### config.mk
export PLATFORM = sky130hd
export DESIGN_NAME = bypass_hazard_ctrl
export DESIGN_NICKNAME = d
export VERILOG_FILES = /design/src/rtl/bypass_hazard_ctrl_pkg.sv /design/src/rtl/bhc_src_match.sv /design/src/rtl/bypass_hazard_ctrl.sv
export SDC_FILE = /design/constraint.sdc
export NUM_CORES = 1
export LEC_CHECK = 0
export ABC_AREA = 0
export BUFFER_PORTS_ARGS = -buffer_cell sky130_fd_sc_hd__buf_2
export CORE_ASPECT_RATIO = 1.75
export CORE_MARGIN = 2
export CORE_UTILIZATION = 35
export DETAILED_ROUTE_END_ITERATION = 8
export GPL_ROUTABILITY_DRIVEN = 0
export GPL_TIMING_DRIVEN = 0
export PLACE_DENSITY = 0.52
export RECOVER_POWER = 50
export SLEW_MARGIN = 20
export SYNTH_ARGS = -nofsm -noshare
export SYNTH_HDL_FRONTEND = slang
export SYNTH_HIERARCHICAL = 1
export SYNTH_SLANG_ARGS = --single-unit
### constraint.sdc
create_clock -name CLK -period 3.6 [get_ports CLK]
set_input_delay 0.36 -clock CLK [delete_from_list [all_inputs] [get_ports CLK]]
set_output_delay 0.36 -clock CLK [all_outputs]
set_load 0.005 [all_outputs]
### src/rtl/bypass_hazard_ctrl_pkg.sv
// Shared types and constants for the register-read bypass scheduler.
package bypass_hazard_ctrl_pkg;

  localparam int unsigned REG_W = 5;
  localparam int unsigned SEL_W = 2;

  localparam logic [SEL_W-1:0] SEL_RF  = 2'd0;
  localparam logic [SEL_W-1:0] SEL_EX  = 2'd1;
  localparam logic [SEL_W-1:0] SEL_MEM = 2'd2;
  localparam logic [SEL_W-1:0] SEL_WB  = 2'd3;

  // One tracked pipeline stage: destination of an in-flight writer.
  typedef struct packed {
    logic             v;
    logic [REG_W-1:0] dest;
    logic             load;
  } stage_entry_t;

  function automatic logic entry_hit(input stage_entry_t e, input logic [REG_W-1:0] src);
    return e.v && (e.dest == src) && (src != '0);
  endfunction

endpackage

### src/rtl/bhc_src_match.sv
// Priority match of one source register against EX/MEM/WB, youngest first.
module bhc_src_match
  import bypass_hazard_ctrl_pkg::*;
(
  input  logic [REG_W-1:0] src_i,
  input  stage_entry_t     ex_i,
  input  stage_entry_t     mem_i,
  input  stage_entry_t     wb_i,
  output logic [SEL_W-1:0] sel_o,
  output logic             load_hit_o
);

  logic ex_hit, mem_hit, wb_hit;

  assign ex_hit  = entry_hit(ex_i, src_i);
  assign mem_hit = entry_hit(mem_i, src_i);
  assign wb_hit  = entry_hit(wb_i, src_i);

  always_comb begin
    sel_o      = SEL_RF;
    load_hit_o = 1'b0;
    if (ex_hit) begin
      // A load in EX has no result yet; older stages hold stale data.
      if (ex_i.load) begin
        load_hit_o = 1'b1;
      end else begin
        sel_o = SEL_EX;
      end
    end else if (mem_hit) begin
      sel_o = SEL_MEM;
    end else if (wb_hit) begin
      sel_o = SEL_WB;
    end
  end

endmodule

### src/rtl/bypass_hazard_ctrl.sv
// Bypass-select and load-use stall scheduler tracking EX/MEM/WB destinations.
module bypass_hazard_ctrl
  import bypass_hazard_ctrl_pkg::*;
#(
  parameter string       NAME  = "BHC",
  parameter int unsigned CNT_W = 32
) (
  input  logic             CLK,
  input  logic             RESET,
  input  logic             IdValid,
  input  logic [REG_W-1:0] IdRs,
  input  logic [REG_W-1:0] IdRt,
  input  logic [REG_W-1:0] IdDest,
  input  logic             IdWrites,
  input  logic             IdIsLoad,
  input  logic             MemStall,
  input  logic             Flush,
  output logic [SEL_W-1:0] SelRs,
  output logic [SEL_W-1:0] SelRt,
  output logic             Stall,
  output logic [CNT_W-1:0] StallCount,
  input  logic             Comment
);

  stage_entry_t     ex_q, ex_d, mem_q, mem_d, wb_q, wb_d;
  logic [CNT_W-1:0] cnt_q, cnt_d;
  logic             load_hit_rs, load_hit_rt;

  bhc_src_match u_match_rs (
    .src_i      (IdRs),
    .ex_i       (ex_q),
    .mem_i      (mem_q),
    .wb_i       (wb_q),
    .sel_o      (SelRs),
    .load_hit_o (load_hit_rs)
  );

  bhc_src_match u_match_rt (
    .src_i      (IdRt),
    .ex_i       (ex_q),
    .mem_i      (mem_q),
    .wb_i       (wb_q),
    .sel_o      (SelRt),
    .load_hit_o (load_hit_rt)
  );

  assign Stall      = IdValid & (load_hit_rs | load_hit_rt);
  assign StallCount = cnt_q;

  always_comb begin
    ex_d  = ex_q;
    mem_d = mem_q;
    wb_d  = wb_q;
    cnt_d = cnt_q;
    if (!MemStall) begin
      wb_d      = mem_q;
      mem_d     = ex_q;
      // Stalled or squashed decode instructions enter EX as a bubble.
      ex_d.v    = IdValid & IdWrites & (IdDest != '0) & ~Stall & ~Flush;
      ex_d.dest = IdDest;
      ex_d.load = IdIsLoad;
      if (Stall) begin
        cnt_d = cnt_q + 1'b1;
      end
    end
  end

  always_ff @(posedge CLK or negedge RESET) begin
    if (!RESET) begin
      ex_q  <= '0;
      mem_q <= '0;
      wb_q  <= '0;
      cnt_q <= '0;
    end else begin
      ex_q  <= ex_d;
      mem_q <= mem_d;
      wb_q  <= wb_d;
      cnt_q <= cnt_d;
    end
  end

`ifndef SYNTHESIS
  always @(SelRs or SelRt or Stall) begin
    if (Comment) begin
      $display("%s: rs=%0d rt=%0d sel_rs=%0d sel_rt=%0d stall=%0b",
               NAME, IdRs, IdRt, SelRs, SelRt, Stall);
    end
  end
`endif

endmodule

[Word level (Yosys, flattened, before mapping)]
Cells that the tools add are included.
Word-level totals
  bits in registers: 51
  bits of input ports: 23
  output and inout bits: 37
  logic and storage cells: 50
Cells by class
  $add $sub $neg: 1
  eq/ne operators: 6
  muxes and demuxes: 10
  bitwise logic cells: 9
  reductions and logical operators: 16
Operator list (number)
  32-bit by 1-bit adder with 32-bit output (second input constant): 1
  5-bit == test: 6
  5-bit nonzero test: 3
  1-bit logical AND: 12
  2-bit two-way mux: 6
  1-bit AND: 5
  1-bit two-way mux: 4
  1-bit NOT: 3
  2-bit AND reduction: 1
  1-bit bitwise OR: 1

[Longest topological paths before layout]
  depth in word-level cells: 9
  mapped depth: 9
  gate-level depth less buffers: 8

[By module]
Netlist, hierarchy kept.
Modules (own cells, without submodules)
  bypass_hazard_ctrl: instances 1, cells each 181, area an instance 2308.5 um^2, sequential area each 1326.3 um^2
  bhc_src_match: instances 2, cells each 31, area an instance 249.0 um^2, sequential area each 0.0 um^2

[Worst setup path before layout]
Ideal clock, no wire load.
  path type: register to register
  start: reg ex_q[3] (netlist name)
  end: reg cnt_q[15] (netlist: StallCount[15])
  library setup time: 0.079 ns
  data arrival time: 2.152 ns
  data required time: 3.521 ns
  setup slack: 1.369 ns
  cell stages (with the launch flop): 9
  path buffers: 0
  period minus slack after synthesis: 2.231 ns
  cells stage by stage: dfrtp_1 xnor2_1 nand4_1 nor4_4 and2_1 nor2_1 or4_4 nor4_2 xor2_1
Between the ends
  word-level cells in the longest chain between the ends: 7
  elaborated cells on any way between the ends: 11
  those cells by class: 2 x eq/ne; 2 x mux; 2 x bitwise; 5 x reduce/logical
RTL lines
  start: declaration: RTL line bypass_hazard_ctrl.sv:25  | stage_entry_t ex_q, ex_d, mem_q, mem_d, wb_q, wb_d;
  start signal: assignment: RTL line bypass_hazard_ctrl.sv:70  | ex_q <= '0;
  start signal: assignment: RTL line bypass_hazard_ctrl.sv:75  | ex_q <= ex_d;
  5-bit == test: RTL line bypass_hazard_ctrl_pkg.sv:20  | return e.v && (e.dest == src) && (src != '0);
  1-bit logical AND (2 in a row): RTL line bypass_hazard_ctrl_pkg.sv:20
  1-bit two-way mux: RTL line bhc_src_match.sv:22  | if (ex_hit) begin
  via load_hit_rt: RTL line bypass_hazard_ctrl.sv:27  | logic load_hit_rs, load_hit_rt;
  1-bit bitwise OR: RTL line bypass_hazard_ctrl.sv:47  | assign Stall = IdValid & (load_hit_rs | load_hit_rt);
  1-bit AND: RTL line bypass_hazard_ctrl.sv:47
  2-bit AND reduction (no line)
  end signal: assignment: RTL line bypass_hazard_ctrl.sv:78  | cnt_q <= cnt_d;
  end: declaration: RTL line bypass_hazard_ctrl.sv:26  | logic [CNT_W-1:0] cnt_q, cnt_d;
The timed path passes the listed nets, and every way through them passes these cells.
A chain may end at the register's enable or synchronous reset.

[Worst setup path in the final report]
  start: reg ex_q[4] (netlist name)
  end: reg cnt_q[30] (netlist: StallCount[30])
The elaborated chain is that of the path after synthesis.

==> results.cfg <==
[cells_and_area]
final_common_cell = buf_2
final_cell_mix = buf_2 (57), dfrtp_1 (51), xnor2_1 (42)
diodes = 0
drive_above_1_share_pct = 31.48
areaGrowthSynthToFinish_pct = 20.27
fin_nets = 328
utilization_pct = 43.45

[routing]
via_count = 2074
ant_nets = 0
drtIter0Drc = 72
dr.pass1.iters = 4
drc = 0
vias_per_cell = 5.277
routed_wl_mm = 6.459
wire_per_inst_um = 16.44

[floorplanning]
die_y_um = 120.9
fp-row-count = 42
die-area_um2 = 8562
core_region_area_um2 = 7567
initial_utilization_pct = 36.13
dieWidth_um = 70.81
io_pins = 60

[cts]
cts_tree = done
cts_buffers = 5
clock_sinks = 51
cts_root_buffer = clkbuf_16
cts_hold_buffers = 0
clk_pin_slew_worst_paths_ns = 0.07
clk_path_buf_depth = 2
post_cts_resized = 0
post_cts_buffers = 0
htreeDepth = 2
insertion_delay_ns = 0.29

[worst_setup_path]
cpPeakStageDelay_ns = 0.57
crit_type = flip-flop to flip-flop
crit_slowest_cell = nor4_2
cp.required_ns = 3.78
worstPathArrival_ns = 2.90
crit_fanout = 10
rrSetupSlack_ns = 0.87
end_kind = flip-flop
critPathBufInv = 1
crit_path_cell_trace = xnor2_1 -> nand4_1 -> nor4_4 -> and2_1 -> nor2_1 -> nor4_2 -> buf_2 -> nand4_1 -> xnor2_1
start_kind = flip-flop
crit_family = simple AND/OR/NAND/NOR gates

[global_routing]
grt.total_usage_pct = 16.14
antenna_found_initial = 0
grt_pass1_vias = 2149
grt_max_degree = 52
grt_pass1_wl_mm = 10.72
grt-ovfl-total = 0

[pwr]
p_int_uw = 977.0
pwr-share-seq_pct = 49.6
p_comb_share_pct = 11.6
switching_share_pct = 24.34
p_switching_uw = 314.2
max-vdd-ir-drop_v = 0.0002677
powerDensity_nw_per_um2 = 392.7
p_leak_nw = 1.491
clkPwrFrac_pct = 38.8

[status]
status = finished with violations
violations = max-capacitance violations, max-slew violations

[yosys]
netlist_area_um2 = 2734
syn-mean-instance-area_um2 = 11.44
synth_nets = 263
synthesis.instances = 239
ys_warn_count = 6

[placed_design]
dp_hpwl_mm = 4.913
port_buffers = 58

[sta]
fin_crit_sh_pct = 75.71
slew_headroom_pct = -79.92
fin_crit_ns = 2.726
fin_worst_skew_ns = 0.006899
drv_slew = 52
max_freq_ghz = 0.3669
tightestPinTransition_ns = 2.699
grt_setup_unrepaired = false
final-setup-viol-count = 0
tns_ns = 0
hold_viol_final = 0

[min_path]
hold_path.class = primary input to flip-flop

[job]
max_cap_viol_count = 1
final timing paths:
kind,cells past startpoint,from,endpoint
max reg2reg,9,ex_q[4],StallCount[30]
max,9,ex_q[4],StallCount[30]
min,2,IdIsLoad,ex_q[0]
min reg2reg,1,StallCount[31],StallCount[31]
min in group asynchronous,1,RESET,StallCount[30]
max in group asynchronous,1,RESET,StallCount[13]
power groups by stage:
| stage | clock [mW] | combinational (mW) | sequential (mW) |
|---|---|---|---|
| 6_report | 0.501 | 0.150 | 0.640 |
| 3_3_place_gp | 0 | 0.150 | 0.651 |
| 2_1_floorplan | 0 | 0.100 | 0.642 |
| 5_1_grt | 0.540 | 0.168 | 0.646 |
| 4_1_cts | 0.517 | 0.153 | 0.641 |
| 3_5_place_dp | 0 | 0.152 | 0.653 |
per-stage QoR:
step	area [um^2]	instances	setup WS, ns	hold WS, ns	total power [mW]
after global routing	3288	393	0.4852	0.3065	1.354
after floorplan	2734	239	1.369	0.06441	0.7420
after detailed placement	3137	385	0.7624	0.4362	0.8049
after CTS	3293	393	0.8159	0.1209	1.311
after global placement	3134	385	0.7367	0.4612	0.8013
final	3288	393	0.8743	0.3005	1.291
worst register-to-register path, delay by kind of cell, from the launching register on:
kind / cells / cell delay (ns)
XOR/XNOR: 2 / 0.36
buffers and inverters: 1 / 0.34
flip-flops: 1 / 0.43
AND/OR/NAND/NOR: 6 / 1.51
sequential cells by signal, summed over array words and instances (netlist names):
signal	cells
wb_q	6
StallCount	32
ex_q	7
mem_q	6
routing by layer:
layer  share of wire (%)  vias to the layer above  GRT usage [%]
li1                    -                      982              -
met1                  38                     1016          18.17
met2                  55                       64          28.86
met3                 4.6                       12          2.907
met4                 2.9                        0          7.665
met5                   0                        -              0
cell type report:
class | count | area, um^2
clock buffers | 8 | 156.4
well taps | 88 | 110.1
flip-flops and latches | 51 | 1276
repair buffers | 58 | 287.8
multi-input cells | 183 | 1430
plain buffers | 4 | 23.77
fillers | 762 | 4279
inverters | 1 | 3.754
No activity file was read; power rests on OpenSTA's default activity.
